==> src/rtl/uart_cmd_rcv.sv <==
// 8N1 UART receiver that pairs two received bytes into a 16-bit command {hi, lo}.
// Optional inter-byte timeout: define CMD_TIMEOUT_EN to drop a stale high byte after TIMEOUT_CLKS idle clocks.
module uart_cmd_rcv #(
  parameter int unsigned BAUD_DIV     = 5208,
  parameter int unsigned TIMEOUT_CLKS = 1_000_000
) (
  input  logic        clk,
  input  logic        rst_n,
  input  logic        RX,
  input  logic        clr_cmd_rdy,
  output logic [15:0] cmd,
  output logic        cmd_rdy,
  output logic        frm_err
);

  localparam int unsigned BAUD_W = $clog2(BAUD_DIV + 1);
  localparam logic [BAUD_W-1:0] FULL_LD = BAUD_W'(BAUD_DIV - 1);
  localparam logic [BAUD_W-1:0] HALF_LD = BAUD_W'(BAUD_DIV / 2 - 1);

  typedef enum logic [1:0] {RX_IDLE, RX_START, RX_DATA, RX_STOP} rx_state_e;
  typedef enum logic {WAIT_HI, WAIT_LO} asm_state_e;

  rx_state_e         rx_state_q;
  asm_state_e        asm_q;
  logic              rx_meta_q;
  logic              rx_sync_q;
  logic [BAUD_W-1:0] baud_cnt_q;
  logic [3:0]        bit_cnt_q;
  logic [7:0]        shift_q;
  logic              byte_done_q;
  logic              frm_err_q;
  logic [7:0]        hi_byte_q;
  logic [15:0]       cmd_q;
  logic              cmd_rdy_q;

  // Two-flop synchronizer; idle-high reset value avoids a false start bit.
  always_ff @(posedge clk or negedge rst_n) begin
    if (!rst_n) begin
      rx_meta_q <= 1'b1;
      rx_sync_q <= 1'b1;
    end else begin
      rx_meta_q <= RX;
      rx_sync_q <= rx_meta_q;
    end
  end

  // Receiver: down-counter reloads on each state entry, sample when it reaches zero.
  always_ff @(posedge clk or negedge rst_n) begin
    if (!rst_n) begin
      rx_state_q  <= RX_IDLE;
      baud_cnt_q  <= '0;
      bit_cnt_q   <= '0;
      shift_q     <= '0;
      byte_done_q <= 1'b0;
      frm_err_q   <= 1'b0;
    end else begin
      byte_done_q <= 1'b0;
      frm_err_q   <= 1'b0;
      case (rx_state_q)
        RX_IDLE: begin
          if (!rx_sync_q) begin
            rx_state_q <= RX_START;
            baud_cnt_q <= HALF_LD;
          end
        end
        RX_START: begin
          if (baud_cnt_q == '0) begin
            if (!rx_sync_q) begin
              rx_state_q <= RX_DATA;
              baud_cnt_q <= FULL_LD;
              bit_cnt_q  <= '0;
            end else begin
              rx_state_q <= RX_IDLE;
            end
          end else begin
            baud_cnt_q <= baud_cnt_q - BAUD_W'(1);
          end
        end
        RX_DATA: begin
          if (baud_cnt_q == '0) begin
            shift_q    <= {rx_sync_q, shift_q[7:1]};
            bit_cnt_q  <= bit_cnt_q + 4'd1;
            baud_cnt_q <= FULL_LD;
            if (bit_cnt_q == 4'd7) rx_state_q <= RX_STOP;
          end else begin
            baud_cnt_q <= baud_cnt_q - BAUD_W'(1);
          end
        end
        RX_STOP: begin
          if (baud_cnt_q == '0) begin
            rx_state_q <= RX_IDLE;
            bit_cnt_q  <= '0;
            if (rx_sync_q) byte_done_q <= 1'b1;
            else           frm_err_q   <= 1'b1;
          end else begin
            baud_cnt_q <= baud_cnt_q - BAUD_W'(1);
          end
        end
        default: rx_state_q <= RX_IDLE;
      endcase
    end
  end

`ifdef CMD_TIMEOUT_EN
  localparam int unsigned TO_W = $clog2(TIMEOUT_CLKS + 1);

  logic [TO_W-1:0] to_cnt_q;
  logic            start_bit_c;
  logic            timeout_c;

  assign start_bit_c = (rx_state_q == RX_IDLE) && !rx_sync_q;
  assign timeout_c   = (asm_q == WAIT_LO) && (rx_state_q == RX_IDLE) &&
                       (to_cnt_q == TO_W'(TIMEOUT_CLKS - 1));

  // Idle time spent holding a high byte; any start bit restarts the window.
  always_ff @(posedge clk or negedge rst_n) begin
    if (!rst_n) begin
      to_cnt_q <= '0;
    end else if ((byte_done_q && (asm_q == WAIT_HI)) || start_bit_c || timeout_c) begin
      to_cnt_q <= '0;
    end else if ((asm_q == WAIT_LO) && (rx_state_q == RX_IDLE)) begin
      to_cnt_q <= to_cnt_q + TO_W'(1);
    end
  end
`endif

  // Assembler: a new byte always beats a same-cycle clear of cmd_rdy.
  always_ff @(posedge clk or negedge rst_n) begin
    if (!rst_n) begin
      asm_q     <= WAIT_HI;
      hi_byte_q <= '0;
      cmd_q     <= '0;
      cmd_rdy_q <= 1'b0;
    end else begin
      if (clr_cmd_rdy) cmd_rdy_q <= 1'b0;
      if (byte_done_q) begin
        if (asm_q == WAIT_HI) begin
          hi_byte_q <= shift_q;
          cmd_rdy_q <= 1'b0;
          asm_q     <= WAIT_LO;
        end else begin
          cmd_q     <= {hi_byte_q, shift_q};
          cmd_rdy_q <= 1'b1;
          asm_q     <= WAIT_HI;
        end
      end else if (frm_err_q && (asm_q == WAIT_LO)) begin
        hi_byte_q <= '0;
        asm_q     <= WAIT_HI;
      end
`ifdef CMD_TIMEOUT_EN
      else if (timeout_c) begin
        hi_byte_q <= '0;
        asm_q     <= WAIT_HI;
      end
`endif
    end
  end

  assign cmd     = cmd_q;
  assign cmd_rdy = cmd_rdy_q;
  assign frm_err = frm_err_q;

endmodule

==> config.mk <==
export PLATFORM = sky130hd
export DESIGN_NAME = uart_cmd_rcv
export DESIGN_NICKNAME = d
export VERILOG_FILES = /design/src/rtl/uart_cmd_rcv.sv
export SDC_FILE = /design/constraint.sdc
export NUM_CORES = 1
export LEC_CHECK = 0
export ABC_AREA = 1
export CAP_MARGIN = 30
export CORE_UTILIZATION = 30
export CTS_CLUSTER_DIAMETER = 60
export DETAILED_ROUTE_END_ITERATION = 12
export GPL_ROUTABILITY_DRIVEN = 0
export MAX_ROUTING_LAYER = met4
export SLEW_MARGIN = 15
export SYNTH_ARGS = -nofsm -noshare
export SYNTH_HDL_FRONTEND = slang
export SYNTH_SLANG_ARGS = --single-unit
==> constraint.sdc <==
create_clock -name clk -period 2.1 [get_ports clk]
set_input_delay 0.63 -clock clk [delete_from_list [all_inputs] [get_ports clk]]
set_output_delay 0.63 -clock clk [all_outputs]
set_load 0.05 [all_outputs]
==> reports/metrics.cfg, run 1 <==
[status]
outcome=complete, no violations

[synth]
synthCells=325
synth_top_area_cell=dfrtp_1
synthArstFlopShare_pct=100
synth-edff-count=0
yosys_warnings=0
netlist_top_cells_area=dfrtp_1 49%, nand2_1 10%, inv_1 6.1%
synth-seq-cells=57
synth_cell_types=30
synth_fp_nets=337
synthFlopType=dfrtp_1
synth_top_area_share_pct=48.8
seq_area_frac_synth_pct=50.7
synth.avg_cell_area_sq_um=8.67
synth_area_sq_um=2820

[placement]
dpl.hpwl_um=3750
port_buffers=21
placed_cell_area_sq_um=3140
dpl_worst_slack_ns=0.335

[job]
max_cap_viol_count=0

[sta]
layout_min_cycle_time_ns=1.85
worst_slack_ns=0.247
finalHoldViolCount=0
relSlewSlack_pct=67.7
setup_tns_ns=0
max_freq_mhz=540
finalSetupViolCount=0
finClkSkew_ns=0.00714
finalCritPeriodShare_pct=88.2
tightestPinTransition_ns=0.487
maxSlewViolCount=0
rsz0062_at_grt=no

[critical_path]
cp.arrival_ns=1.22
reg2reg_slack_ns=0.33
slowest_stage=dlygate4sd2_1
path_cells=dlygate4sd2_1
crit_type=flop to output pin
cp.buffers_inverters=1
critPathTopFamily=buffers and inverters
end_kind=output pin
r2r-start=baud_cnt_q[0]
crit_start=cmd[10]
rr_worst_depth=7
critPathLaunchType=flop
cp_max_fo=2
critPathRequiredTime_ns=1.47
slowest_delay_ns=0.53
path_depth=1

[grt]
grt_pass1_vias=2050
grt_max_degree=40
grt_overflow=0
grt_pass1_wl_um=9520
antenna_found_initial=0
grt_usage_pct=12.8

[drt]
first_iter_violations=123
final_antenna_net_count=0
vias_per_cell=4.52
drc_errors=0
wl_per_cell_um=11.3
vias=2127
wl_um=5340
drt_first_pass_iters=4

[floorplan]
dieArea_sq_um=9790
coreArea_sq_um=9150
die_h_um=98.9
pin_count=22
initial_core_util_pct=30.8
num_rows=35
die_x_um=98.9

[clocking]
root_buffer=clkbuf_8
path_clk_slew_ns=0.07
cts_tree=yes
htree_levels=3
numClockSinks=57
postCtsSetupBuffers=0
clk_path_buf_depth=2
clk_latency_ns=0.34
cts_buffers=9

[layout]
multi_input_area_sq_um=1180
fillerInstances=941
antenna_cells=0
nNetsFinal=367
finalInstanceArea_sq_um=3310
areaGrowthSynthToFinish_pct=17.5
layout-drive-gt1-share_pct=19.4
regArea_sq_um=1430

[hold_path]
hold_path.class=primary input to asynchronous set/reset pin

[power]
vdd_ir_drop_max_mv=0.238
pwr_density_cell_nw_per_um2=623
leakagePower_nw=1.65

==> what timing repair did <==
action                     4_1_cts  5_1_grt
gates resized for setup          5        0
setup endpoints to repair        5        0
hold buffers                     0        0
==> synth_stat cells (all sizes together) (4+ instances only) <==
master,n
a21oi,8
dfrtp,55
o21ai,41
nand4,4
nor2,33
xor2,4
ha,8
o22ai,8
inv,48
nand3,15
nand2,82
nor3,5
==> area by class of cell <==
| type | count | area share, % |
|---|---|---|
| Sequential cell | 57 | 43.1 |
| Inverter | 48 | 5.44 |
| Clock inverter | 6 | 1.32 |
| Clock buffer | 10 | 4.15 |
| Tap cell | 111 | 4.19 |
| Timing Repair Buffer | 24 | 6.08 |
| Multi-Input combinational cell | 215 | 35.7 |
==> worst reg2reg max path: cells and delay by family, from the launching register on <==
family	cells	cell delay, ns
AND/OR/NAND/NOR	4	0.89
flip-flops	1	0.39
adder cells (fa/ha/maj)	1	0.19
buffers and inverters	1	0.13
AO/OA/AOI/OAI	1	0.06
==> where the power goes <==
group / total, mW / switching, mW / internal [mW]
Combinational: 0.0333 / 0.0245 / 0.00876
Sequential: 1.10 / 0.00176 / 1.10
Clock: 0.929 / 0.469 / 0.461
Total: 2.07 / 0.495 / 1.57
==> metrics by stage <==
stage               power (mW)  util, %  cells  hold WS [ns]
floorplan                 1.13        -    325         0.334
global placement          1.16     34.3    455         0.347
detailed placement        1.16     34.3    455         0.347
CTS                       2.10     36.2    471         0.226
global route              2.16     36.2    471         0.237
finish                    2.07     36.2    471         0.221
==> routing by layer <==
layer | wire (um) | up-vias | global-route usage, %
met2 | 2360 | 42 | 19.1
met1 | 2630 | 979 | 15.8
met4 | 90 | 0 | 3.67
met3 | 267 | 12 | 5.32
met5 | 0 | - | -
li1 | - | 1094 | -
==> cells by family (layout without fill, tap and decap cells) <==
kind of cell / after synthesis / in the layout / share of synthesized area, %
buffers and inverters: 53 / 88 / 7.37
AOI/OAI and AO/OA: 59 / 59 / 12.6
and+or+nand+nor: 143 / 143 / 24.2
DFF: 57 / 57 / 50.7
xor gates and xnor gates: 5 / 5 / 1.55
adders and majority gates: 8 / 8 / 3.55
==> final timing paths <==
path,end
max reg2reg,shift_q[7]
max in group asynchronous,rx_sync_q
min reg2reg,rx_sync_q
min in group clk,rx_sync_q
max,cmd[10]
min,cmd[14]
==> sequential cells by signal, indices dropped and copies added, names as in the netlist, 4 cells and up, named ones only <==
register    flops
baud_cnt_q     13
bit_cnt_q       4
shift_q         8
hi_byte_q       8
cmd            16
==> cell usage in the layout, fill, tap and decap left out, drive strengths merged, types with 2 or more instances in the layout <==
cell type | netlist | final
clkdlybuf4s50 | 0 | 2
nand2 | 82 | 82
a21oi | 8 | 8
dfrtp | 55 | 55
dfstp | 2 | 2
xor2 | 4 | 4
clkinv | 0 | 5
nor2 | 33 | 33
o22ai | 8 | 8
inv | 48 | 48
ha | 8 | 8
nand4 | 4 | 4
dlygate4sd2 | 0 | 5
or2 | 3 | 3
clkbuf | 3 | 10
nand3 | 15 | 15
buf | 2 | 17
o21ai | 41 | 41
nor3 | 5 | 5
(Power assumes the default switching activity.)
==> inputs of run 2 (changes only) <==
Settings changed: HOLD_SLACK_MARGIN set to 0.03.
==> results of run 2 <==
The final DEF is identical to that of run 1; final timing and power are the same.
==> inputs of run 3 (changes only) <==
Settings changed: ABC_AREA 1 to 0, SKIP_LAST_GASP set to 1.
==> run 3 against run 2 <==
Against the previous run: first-iteration DRC count fell by 45%; critical path type is now flop to flop; critical path depth rose by 5; sequential power barely moved; die area rose by 1.3%; maximum frequency fell by 2.3%; largest power group is now clock; critical endpoint is now baud_cnt_q[0]; synthesized cell count fell by 24%; sequential cell count did not move.
==> reports/metrics.cfg, run 3 <==
[status]
outcome=complete, no violations

[grt]
grt_pass1_wl_um=10200  ; +6.7%
grt_max_degree=58  ; +45%
antenna_found_initial=0  ; unchanged
grt_overflow=0  ; unchanged
grt_pass1_vias=2094  ; +2.1%
grt_usage_pct=13.5  ; +0.69 points

[layout]
fillerInstances=889  ; -5.5%
layout_commonest_cell=dfrtp_1
largest_reg_flops=16  ; unchanged
antenna_cells=0  ; unchanged
layout-drive-gt1-share_pct=31.8  ; +12 points
regArea_sq_um=1430  ; unchanged
stdcell_count=425  ; -9.8%
nNetsFinal=303  ; -17%
multi_input_area_sq_um=1330  ; +12%
areaGrowthSynthToFinish_pct=23.5
final_cell_mix=55 x dfrtp_1, 35 x buf_4, 17 x mux2_2

[floorplan]
num_rows=35  ; unchanged
pin_count=22  ; unchanged
coreArea_sq_um=9240  ; +0.96%
die_h_um=99.6  ; +0.67%
dieArea_sq_um=9920  ; +1.3%
die_x_um=99.6  ; +0.67%
initial_core_util_pct=30.9  ; +0.13 points

[sta]
finalHoldViolCount=0  ; unchanged
rsz0062_at_grt=no
maxSlewViolCount=0  ; unchanged
layout_min_cycle_time_ns=1.90  ; +0.0440 ns
finClkSkew_ns=0.0140  ; +0.00684 ns
finalSetupViolCount=0  ; unchanged
setup_tns_ns=0  ; unchanged
finalCritPeriodShare_pct=90.3  ; +2.1 points
max_freq_mhz=527  ; -2.3%
relSlewSlack_pct=67.9  ; +0.21 points
tightestPinTransition_ns=0.484  ; -0.00310 ns

[drt]
first_iter_violations=68  ; -45%
vias_per_cell=4.92  ; +8.9%
vias=2090  ; -1.7%
wl_per_cell_um=13.9  ; +22%
final_antenna_net_count=0  ; unchanged
wl_um=5890  ; +10%
drc_errors=0  ; unchanged
drt_first_pass_iters=4  ; unchanged

[critical_path]
rr_worst_depth=6  ; -1
critPathRequiredTime_ns=2.33  ; +0.86 ns
slowest_stage=and4b_4
end_kind=flop
cp_max_fo=12  ; +10
reg2reg_slack_ns=0.20  ; -0.13 ns
critPathLaunchType=flop
r2r-end=baud_cnt_q[0]
slowest_delay_ns=0.43  ; -0.10 ns
path_cells=inv_1 > ha_1 > a21oi_1 > and4b_4 > or2_4 > mux2_2
crit_type=flop to flop
cp.arrival_ns=2.12  ; +0.90 ns

[power]
vdd_ir_drop_max_mv=0.341  ; +43%
leakagePower_nw=1.67  ; +1.3%
pwr_density_cell_nw_per_um2=649  ; +4.2%
p_total_mw=2.29  ; +11%

[job]
max_cap_viol_count=0  ; unchanged

[synth]
synth_cell_types=51  ; +70%
synthAdderAreaFrac_pct=3.50  ; -0.048 points
synth-compound-area-share_pct=15.9  ; +3.3 points
synth_area_sq_um=2860  ; +1.4%
synth_top_family_by_area=compound AO/OA/AOI/OAI gates
synth_xor_area_share_pct=0  ; -1.6 points
synthArstFlopShare_pct=100  ; unchanged
netlist_top_cells_area=dfrtp_1 48%, mux2_2 6.7%, mux2_4 4.7%
synthFlopType=dfrtp_1
synth-edff-count=0  ; unchanged
synthCells=247  ; -24%
synth-seq-cells=57  ; unchanged
yosys_warnings=0  ; unchanged
synth_top_area_cell=dfrtp_1
synth_fp_nets=259  ; -23%
synth_common_cells=55 x dfrtp_1, 17 x mux2_2, 14 x a21oi_1, 14 x nand2_1
synth.avg_cell_area_sq_um=11.6  ; +33%
post-synth-top-count-cell=dfrtp_1
yosys.area_share.simple_pct=15.2  ; -9.0 points
synth_top_area_share_pct=48.2  ; -0.66 points
seq_area_frac_synth_pct=50.0  ; -0.69 points
synth.area.mux_share_pct=11.8  ; +12 points

[clocking]
htree_levels=3  ; unchanged
clk_path_buf_depth=2  ; unchanged
root_buffer=clkbuf_8
numClockSinks=57  ; unchanged
path_clk_slew_ns=0.07  ; about the same
clk_latency_ns=0.34  ; about the same
cts_buffers=9  ; unchanged
cts_tree=yes

[placement]
dpl.cell_count=407  ; -11%
port_buffers=21  ; unchanged
dpl.hpwl_um=4140  ; +10%

[hold_path]
hold_path.class=primary input to asynchronous set/reset pin

==> run 3: repair_timing <==
| item | CTS | global route |
|---|---|---|
| hold buffers | 0 | 0 |
| gates resized for setup | 3 | 0 |
| setup endpoints to repair | 3 | 1 |
| buffers inserted | 0 | 2 |
| hold endpoints to repair | 0 | 0 |
==> run 3: worst max-delay path: cells and delay by family (launching register included) <==
kind | cells | cell delay (ns)
AOI/OAI and AO/OA | 1 | 0.09
adders and majority gates | 1 | 0.25
buffers and inverters | 1 | 0.12
DFF | 1 | 0.40
muxes | 1 | 0.33
and+or+nand+nor | 2 | 0.60
==> run 3: cell families after synthesis <==
family	after synthesis
AO/OA/AOI/OAI	67
buffers and inverters	23
adder cells (fa/ha/maj)	8
flip-flops	57
AND/OR/NAND/NOR	65
multiplexers	27
==> run 3: layer usage <==
layer	global-route usage [%]	share of wire, %
met1	16.4	45
met2	21.5	49
met3	3.94	5.3
met4	4.41	0.95
met5	-	0
==> run 3: stage by stage <==
stage	hold WS (ns)	worst slack (ns)	instance area [sq um]	utilization, %
2_1_floorplan	0.334	0.249	2860	-
3_3_place_gp	0.346	0.203	3290	35.6
3_5_place_dp	0.355	0.110	3290	35.6
4_1_cts	0.277	0.100	3510	38.0
5_1_grt	0.293	0.0887	3530	38.2
6_report	0.276	0.203	3530	38.2
==> run 3: worst max-delay path by stage <==
stage	cells past startpoint	slack [ns]	from	endpoint
final	6	0.20	flop	baud_cnt_q[0]
after global routing	6	0.09	flop	baud_cnt_q[7]
after CTS	6	0.10	baud_cnt_q[0]	baud_cnt_q[0]
after detailed placement	6	0.11	baud_cnt_q[0]	baud_cnt_q[0]
after global placement	6	0.20	baud_cnt_q[0]	baud_cnt_q[0]
after floorplan	7	0.25	baud_cnt_q[0]	baud_cnt_q[1]
==> run 3: power breakdown <==
group          internal [mW]  leakage (nW)  switching [mW]  total (mW)
Combinational        0.00955         0.825          0.0226      0.0322
Clock                  0.677         0.106           0.480        1.16
Sequential              1.10         0.738         0.00216        1.10
==> run 3: final cells by class <==
type                       instances  share of cell area [%]
sequential                        57                    40.5
multi-input combinational        167                    37.6
timing repair buffer              42                    9.46
tap                              129                    4.57
clock buffer                       9                    3.51
clock inverter                     7                    2.87
inverter                          14                    1.49
